**config.mk**
```make
export PLATFORM = sky130hd
export DESIGN_NAME = instr_decode_stage
export DESIGN_NICKNAME = d
export VERILOG_FILES = /design/src/rtl/instr_decode_pkg.sv /design/src/rtl/decode_fifo.sv /design/src/rtl/instr_decode_stage.sv
export SDC_FILE = /design/constraint.sdc
export NUM_CORES = 1
export LEC_CHECK = 0
export BUFFER_PORTS_ARGS = -buffer_cell sky130_fd_sc_hd__buf_2
export CAP_MARGIN = 20
export CORE_MARGIN = 5
export CORE_UTILIZATION = 49
export DETAILED_ROUTE_END_ITERATION = 16
export PLACE_DENSITY = 0.86
export SLEW_MARGIN = 20
export SYNTH_ARGS = -nofsm -noshare
export SYNTH_HDL_FRONTEND = slang
export SYNTH_SLANG_ARGS = --single-unit
export TNS_END_PERCENT = 50
```
**constraint.sdc**
```tcl
create_clock -name Clock -period 3.66 [get_ports Clock]
set_clock_uncertainty 0.15 [all_clocks]
set_input_delay 0.366 -clock Clock [delete_from_list [all_inputs] [get_ports Clock]]
set_output_delay 0.366 -clock Clock [all_outputs]
set_load 0.03 [all_outputs]
```
**src/rtl/instr_decode_pkg.sv**
```systemverilog
// instr_decode_pkg
//   Shared types and field positions for the instruction decode stage.
//   - encoding_t : the four instruction encodings (A, B, C, D) in Instr[31:30]
//   - decoded_t  : one decoded entry as it sits in the output buffer
//   - regOutOfRange : checks a register index against the configured register count
package instr_decode_pkg;

    typedef enum logic [1:0] {
        ENC_A = 2'd0,
        ENC_B = 2'd1,
        ENC_C = 2'd2,
        ENC_D = 2'd3
    } encoding_t;

    // Bit positions of the fixed fields inside the 32-bit instruction word
    localparam int ENC_LSB     = 30;
    localparam int OPCODE_LSB  = 24;
    localparam int REG1_LSB    = 18;
    localparam int VARIANT_LSB = 16;
    localparam int REG2_LSB    = 8;
    localparam int OPSIZE_LSB  = 6;

    // Every immediate fits in 20 bits once it has been extended to 20 bits:
    // B is 16 bits zero-extended (bit 19 stays 0), C is 20 bits signed and
    // D is 8 bits signed. Storing this compact form keeps the buffer narrow,
    // and a single sign extension at the output is correct for all three.
    localparam int IMM_W = 20;

    typedef struct packed {
        logic             illegal;
        logic [IMM_W-1:0] imm;
        logic [1:0]       opSize;
        logic [5:0]       reg3;
        logic [5:0]       reg2;
        logic [5:0]       reg1;
        logic [1:0]       variant;
        encoding_t        enc;
        logic [5:0]       opcode;
    } decoded_t;

    // True when a register index does not exist in a file of regCount registers
    function automatic logic regOutOfRange(input logic [5:0] idx, input int regCount);
        return $unsigned({26'd0, idx}) >= $unsigned(regCount);
    endfunction

endpackage

```
**src/rtl/decode_fifo.sv**
```systemverilog
// decode_fifo
//   Circular buffer of DEPTH decoded entries with read/write pointers and an
//   occupancy count. The head entry reads as all zeros while the buffer is empty.
//   Ports:
//     Clock, Reset     : rising-edge clock, synchronous active-high reset
//     push, wrData     : write wrData at the tail (ignored when full)
//     pop              : drop the head entry (ignored when empty)
//     rdData           : head entry
//     full, empty      : occupancy flags, both taken straight from the count register
module decode_fifo
    import instr_decode_pkg::*;
#(
    parameter int DEPTH = 2
) (
    input  logic     Clock,
    input  logic     Reset,
    input  logic     push,
    input  decoded_t wrData,
    input  logic     pop,
    output decoded_t rdData,
    output logic     full,
    output logic     empty
);

    localparam int CNT_W = $clog2(DEPTH + 1);
    localparam int PTR_W = $clog2(DEPTH);

    decoded_t         mem [DEPTH];
    logic [PTR_W-1:0] wrPtr;
    logic [PTR_W-1:0] rdPtr;
    logic [CNT_W-1:0] count;
    logic             doPush;
    logic             doPop;

    assign full   = (count == CNT_W'(DEPTH));
    assign empty  = (count == '0);
    assign doPush = push && !full;
    assign doPop  = pop && !empty;
    assign rdData = empty ? '0 : mem[rdPtr];

    // Storage has no reset: an entry is only ever read after it was written,
    // and the empty case is masked to zero above.
    always_ff @(posedge Clock) begin
        if (doPush) begin
            mem[wrPtr] <= wrData;
        end
    end

    // Pointers wrap from DEPTH-1 back to 0 so DEPTH need not be a power of two.
    // A simultaneous push and pop moves both pointers and leaves the count alone.
    always_ff @(posedge Clock) begin
        if (Reset) begin
            wrPtr <= '0;
            rdPtr <= '0;
            count <= '0;
        end else begin
            if (doPush) begin
                wrPtr <= (wrPtr == PTR_W'(DEPTH - 1)) ? '0 : wrPtr + PTR_W'(1);
            end
            if (doPop) begin
                rdPtr <= (rdPtr == PTR_W'(DEPTH - 1)) ? '0 : rdPtr + PTR_W'(1);
            end
            case ({doPush, doPop})
                2'b10:   count <= count + CNT_W'(1);
                2'b01:   count <= count - CNT_W'(1);
                default: count <= count;
            endcase
        end
    end

endmodule

```
**src/rtl/instr_decode_stage.sv**
```systemverilog
// instr_decode_stage
//   Flow-controlled decode stage between instruction fetch and register read.
//   Decodes a 32-bit word combinationally, buffers up to DEPTH decoded entries
//   and presents the oldest one at its outputs.
//   Ports:
//     Clock, Reset        : rising-edge clock, synchronous active-high reset
//     InValid/InReady     : input handshake, Instr is the instruction word
//     OutValid/OutReady   : output handshake for the head entry
//     Opcode, Encoding, Variant, Reg1..Reg3, OperandSize : decoded fields
//     Immediate           : immediate extended to DATA_WIDTH
//     Illegal             : a register index used by the encoding is >= REG_COUNT
//   Optional (macro INSTR_DECODE_PERF_EN):
//     DecodedCount        : number of output handshakes
//     StallCycles         : cycles with InValid high while InReady is low
module instr_decode_stage
    import instr_decode_pkg::*;
#(
    parameter int DATA_WIDTH = 32,
    parameter int REG_COUNT  = 64,
    parameter int DEPTH      = 2
) (
    input  logic                  Clock,
    input  logic                  Reset,
    input  logic                  InValid,
    output logic                  InReady,
    input  logic [31:0]           Instr,
    output logic                  OutValid,
    input  logic                  OutReady,
    output logic [5:0]            Opcode,
    output logic [1:0]            Encoding,
    output logic [1:0]            Variant,
    output logic [5:0]            Reg1,
    output logic [5:0]            Reg2,
    output logic [5:0]            Reg3,
    output logic [1:0]            OperandSize,
    output logic [DATA_WIDTH-1:0] Immediate,
    output logic                  Illegal
`ifdef INSTR_DECODE_PERF_EN
    ,
    output logic [31:0]           DecodedCount,
    output logic [31:0]           StallCycles
`endif
);

    decoded_t          dec;
    decoded_t          head;
    logic              fifoFull;
    logic              fifoEmpty;
    logic              push;
    logic              pop;
    logic signed [IMM_W-1:0] headImm;

    // Field extraction. Fields an encoding does not use stay at the zero
    // default so nothing leaks over from an earlier instruction. C's Reg1
    // shares bits with its immediate but is still range-checked.
    always_comb begin
        dec         = '0;
        dec.enc     = encoding_t'(Instr[ENC_LSB +: 2]);
        dec.opcode  = Instr[OPCODE_LSB +: 6];
        dec.reg1    = Instr[REG1_LSB +: 6];
        dec.variant = Instr[VARIANT_LSB +: 2];
        case (dec.enc)
            ENC_A: begin
                dec.reg2    = Instr[REG2_LSB +: 6];
                dec.reg3    = {Instr[3:0], Instr[15:14]};
                dec.opSize  = Instr[OPSIZE_LSB +: 2];
                dec.illegal = regOutOfRange(dec.reg1, REG_COUNT)
                            | regOutOfRange(dec.reg2, REG_COUNT)
                            | regOutOfRange(dec.reg3, REG_COUNT);
            end
            ENC_B: begin
                dec.imm     = {4'd0, Instr[7:0], Instr[15:8]};
                dec.illegal = regOutOfRange(dec.reg1, REG_COUNT);
            end
            ENC_C: begin
                dec.reg2    = Instr[REG2_LSB +: 6];
                dec.opSize  = Instr[OPSIZE_LSB +: 2];
                dec.imm     = {Instr[5:0], Instr[15:8], Instr[23:18]};
                dec.illegal = regOutOfRange(dec.reg1, REG_COUNT)
                            | regOutOfRange(dec.reg2, REG_COUNT);
            end
            ENC_D: begin
                dec.reg2    = Instr[REG2_LSB +: 6];
                dec.opSize  = Instr[OPSIZE_LSB +: 2];
                dec.imm     = {{12{Instr[5]}}, Instr[5:0], Instr[15:14]};
                dec.illegal = regOutOfRange(dec.reg1, REG_COUNT)
                            | regOutOfRange(dec.reg2, REG_COUNT);
            end
            default: begin
                dec.illegal = 1'b0;
            end
        endcase
    end

    // InReady depends only on the count register and Reset, never on OutReady,
    // so a full buffer cannot take a word even if the consumer pops this cycle.
    assign InReady  = !fifoFull && !Reset;
    assign OutValid = !fifoEmpty;
    assign push     = InValid && InReady;
    assign pop      = OutValid && OutReady;

    decode_fifo #(
        .DEPTH (DEPTH)
    ) u_fifo (
        .Clock  (Clock),
        .Reset  (Reset),
        .push   (push),
        .wrData (dec),
        .pop    (pop),
        .rdData (head),
        .full   (fifoFull),
        .empty  (fifoEmpty)
    );

    assign headImm     = head.imm;
    assign Opcode      = head.opcode;
    assign Encoding    = head.enc;
    assign Variant     = head.variant;
    assign Reg1        = head.reg1;
    assign Reg2        = head.reg2;
    assign Reg3        = head.reg3;
    assign OperandSize = head.opSize;
    assign Immediate   = DATA_WIDTH'(headImm);
    assign Illegal     = head.illegal;

`ifdef INSTR_DECODE_PERF_EN
    // Free-running 32-bit counters that wrap naturally.
    always_ff @(posedge Clock) begin
        if (Reset) begin
            DecodedCount <= '0;
            StallCycles  <= '0;
        end else begin
            if (pop) begin
                DecodedCount <= DecodedCount + 32'd1;
            end
            if (InValid && !InReady) begin
                StallCycles <= StallCycles + 32'd1;
            end
        end
    end
`endif

endmodule

```
* Yosys cells after proc, flatten, opt, wreduce, memory -nomap -nowiden
Memory sizes are Yosys's and may differ from the RTL's. A register that Yosys moved wholly into a read port is not among the register bits. Index checks and enable logic that the tools add are counted.
Operators by class: add/subtract/negate cells 4, multiply operators 0, divide/modulo/power cells 0, $lt $le $gt $ge 0, eq/ne operators 6, shift operators 0, multiplexer cells 13, bitwise operators 0, reductions and logical operators 13
Operator list (count):
- 20-bit case mux with 3 select lines | 1
- 51-bit two-way mux | 1
- 6-bit two-way mux | 2
- 2-bit equality test (second input constant) | 4
- 1-bit two-way mux | 7
- 1-bit logical AND | 5
- 2-bit by 1-bit equality test with 1-bit output (second input constant) | 2
- 2-bit logical NOT | 2
- 2-bit case mux with 2 select lines | 1
- 4-bit OR reduction | 1
- 1-bit logical NOT | 3
- 3-bit OR reduction | 1
- 1-bit adder (second input constant) | 2
- 2-bit by 1-bit adder with 2-bit output (second input constant) | 1
- 2-bit two-way mux | 1
- 2-bit nonzero test | 1
- 2-bit by 1-bit subtractor with 2-bit output (second input constant) | 1
Storage, ports and cells: register bits 4, latch bits 0, RAM bits 102, bits in read-only memories 0, bits of input ports 36, output and inout port bits 65, word-level logic and storage cells 40, memories 1
Memories:
- u_fifo.mem | depth 2, bits a word 51, read ports 1, clocked after Yosys merged registers in 1, write ports 1, RTL line decode_fifo.sv:28 | decoded_t mem [DEPTH];

* Depth between registers and ports, before layout
word-level depth 7, mapped depth 6, gate-level depth less buffers 6

* By module
Synthesis repeated with hierarchy kept, for this count alone.
Second synthesis, totals: cell total of the unflattened synthesis 328, area, all modules 4674.5 um^2
Modules (own cells, without submodules):
- decode_fifo | times used 1, cells an instance 242, area an instance 4037.6 um^2, seq. area each 3163.0 um^2
- instr_decode_stage | times used 1, cells an instance 86, area an instance 636.9 um^2, seq. area each 0.0 um^2

* Least setup slack after synthesis
OpenSTA, ideal clock, no wires.
path kind reg-to-reg, from register u_fifo.count[0], to memory u_fifo.mem[0][0] (netlist bit) (enable), library setup time 0.458 ns, data arrival time 2.907 ns, data required time 3.052 ns, path slack 0.145 ns, cell stages (with the launch flop) 4, buffers on the path 0, clock period less this slack 3.515 ns, path through dfxtp_1 > nor2b_1 > or3_1 > nor2_1
On the way: cells in the longest elaborated chain, start to end 7
Ends and longest elaborated chain:
- start: declaration | RTL line decode_fifo.sv:31 | logic [CNT_W-1:0] count;
- start signal: assignment | RTL line decode_fifo.sv:64 | 2'b10: count <= count + CNT_W'(1);
- start signal: assignment | RTL line decode_fifo.sv:65 | 2'b01: count <= count - CNT_W'(1);
- start signal: assignment | RTL line decode_fifo.sv:66 | default: count <= count;
- 2-bit equality test * | RTL line decode_fifo.sv:35 | assign full = (count == CNT_W'(DEPTH));
- 1-bit logical NOT * | RTL line decode_fifo.sv:37, instr_decode_stage.sv:97
- 1-bit logical AND | RTL line instr_decode_stage.sv:97 | assign InReady = !fifoFull && !Reset;
- 1-bit logical AND | RTL line instr_decode_stage.sv:99 | assign push = InValid && InReady;
- 1-bit logical AND * | RTL line decode_fifo.sv:37 | assign doPush = push && !full;
- 1-bit two-way mux * | RTL line decode_fifo.sv:44 | if (doPush) begin
- 1-bit two-way mux (not written as such) * | RTL line decode_fifo.sv:45 | mem[wrPtr] <= wrData;
- end: declaration | RTL line decode_fifo.sv:28
Every way passes the cells marked *; elsewhere a longest branch is shown, timed or not.

==> flow_summary.toml <==
[synth]
synth.distinct_cells = 27
yosys_warnings = 0
synth_area_sq_um = 4530
postSynthCellCount = 328
ys_seq_area_frac = 0.685
synth_largest_area_cell = "edfxtp_1"
synth.avg_cell_area_sq_um = 13.8
ys_ff_latch = 105
syn-num-nets = 365
netlist.area_leader.share = 0.663
netlist_top_cells_area = "edfxtp_1, mux2i_1, nor2_1"

[clock_tree]
clk_latency_ps = 350
cts-root-buf = "clkbuf_8"
cts.sink_count = 105
htreeDepth = 3
holdBufCountCts = 0
cts_resized = 0
cts_setup_buffers = 0
cts_buffers = 9
clk_pin_slew_ps = 90
cts_tree = "yes"
clock_path_buffers = 2

[timing]
min_period_ps = 2600
worst_slew_pin_slew_ps = 851
slew_violations = 0
fin_ws_ps = 1060
hold_viol_final = 0
max_slew_margin = 0.431
final.period_utilization = 0.711
final-setup-viol-count = 0
setup_tns_ps = 0
rsz0062_at_grt = "no"
fmax_mhz = 384
hold_ws_ps = 39.9

[setup_path]
slowest_stage = "dfxtp_2"
path_cells = "mux2i_1 -> nor2_1 -> buf_2"
start_kind = "register"
path_buf_inv = 1
end_kind = "output pin"
cp_max_fo = 25
max_stage_delay_ps = 850
required_ps = 3140
critPathTopFamily = "flip-flops"
worst_ep_arrival_time_ps = 2090
setup.worst_path.class = "reg2out"

[grt]
grt_pass1_wl_mm = 14.1
grt_pass1_vias = 2839
grt_usage = 0.163
antenna_found_initial = 1
grt_max_degree = 51
grt-ovfl-total = 0

[drt]
wl_per_cell_um = 16.9
wl_mm = 8.92
viasPerCell = 5.24
first_pass_iters = 4
drc_errors = 0
dr_total_vias = 2766
antenna_left = 0
drt-initial-drc-count = 167

[layout]
final_cell_mix = "edfxtp_1, buf_2, nor2_1"
final_util = 0.573
areaGrowthSynthToFinish_pct = 15.2
final_common_cell = "edfxtp_1"
final_net_count = 449
drive_gt1_frac = 0.303

[pwr]
ir_drop_uv = 261
p_leak_nw = 2.02
pwr_density_cell_nw_per_um2 = 667

[floorplanning]
rows = 35
fp.dieArea_sq_um = 11300
start_util = 0.497
die_x_um = 106
io_pins = 101
fp.dieH_um = 106
core_sq_um = 9110

[outcome]
outcome = "complete, no violations"

[placed_design]
gp_congestion = 0.781
place_ws_ps = 1390
portBuffers = 99
dp_hpwl_mm = 6.26

[run]
maxCapViolCount = 0

[min_path]
min_path_type = "in2reg"
report_power, final:
part	leakage, nW	switching [mW]	internal (mW)	total [mW]
logic	0.975	0.938	0.422	1.36
registers	0.969	0.0854	1.43	1.51
clock network	0.0798	0.365	0.243	0.608
worst register-to-register path, cell delays in order (launching register included):
cell     delay, ps
dfxtp_1        470
nor2b_1        120
or3_1          390
ha_1           340
or3_1          360
a21oi_1        140
state kept, by name, summed over array words and instances (netlist names), named ones only:
signal	flops
u_fifo.count	2
u_fifo.wrPtr	1
u_fifo.rdPtr	1
u_fifo.mem	100
metrics by stage:
step           cells  power (mW)  cell area (sq um)
3_3_place_gp     512        2.90               5050
5_1_grt          527        3.67               5220
3_5_place_dp     512        2.92               5050
6_report         528        3.48               5220
2_1_floorplan    328        2.58               4530
4_1_cts          527        3.52               5220
cell usage after synthesis, drive strengths merged:
master,instances
mux2i,50
inv,11
nor2,56
clkbuf,8
a21oi,4
and2,10
a31oi,2
buf,23
and3,1
nand2b,4
dfxtp,5
xnor2,1
nor2b,3
o21ai,15
mux2,5
a22o,12
nand2,4
ha,1
xor2,2
a21boi,1
edfxtp,100
conb,1
nor3,5
nor3b,1
or3,3
cells by family after synthesis:
kind of cell,Yosys count,synth area share
simple gates,87,0.0859
compound gates,34,0.0486
xor+xnor,3,0.00580
other cells,1,0.000828
fa+ha+maj,1,0.00276
flops,105,0.685
mux,55,0.123
buf+inv,42,0.0481
layer usage:
| metal | vias up | track usage | part of all wire |
|---|---|---|---|
| met5 | - | 0 | 0.0015 |
| met2 | 94 | 0.265 | 0.49 |
| met3 | 16 | 0.0546 | 0.075 |
| met4 | 2 | 0.0564 | 0.019 |
| li1 | 1333 | - | - |
| met1 | 1321 | 0.204 | 0.42 |
final timing paths:
check | startpoint | cells past startpoint | to | slack (ps)
setup reg to reg | u_fifo.count[0] | 5 | u_fifo.count[1] | 1650
hold reg to reg | u_fifo.rdPtr | 2 | u_fifo.rdPtr | 380
hold / removal | Instr[24] | 1 | u_fifo.mem[0][0] | 40
setup / recovery | register | 3 | Immediate[23] | 1060
layout make-up:
class / instances / area, sq um
repair buffers: 104 / 546
clock buffers: 10 / 128
flip-flops and latches: 105 / 3100
well taps: 111 / 139
multi-input cells: 181 / 1220
diodes: 1 / 2.50
fillers: 756 / 3890
inverters: 11 / 41.3
clock inverters: 5 / 33.8
No activity file was read; power rests on OpenSTA's default activity.
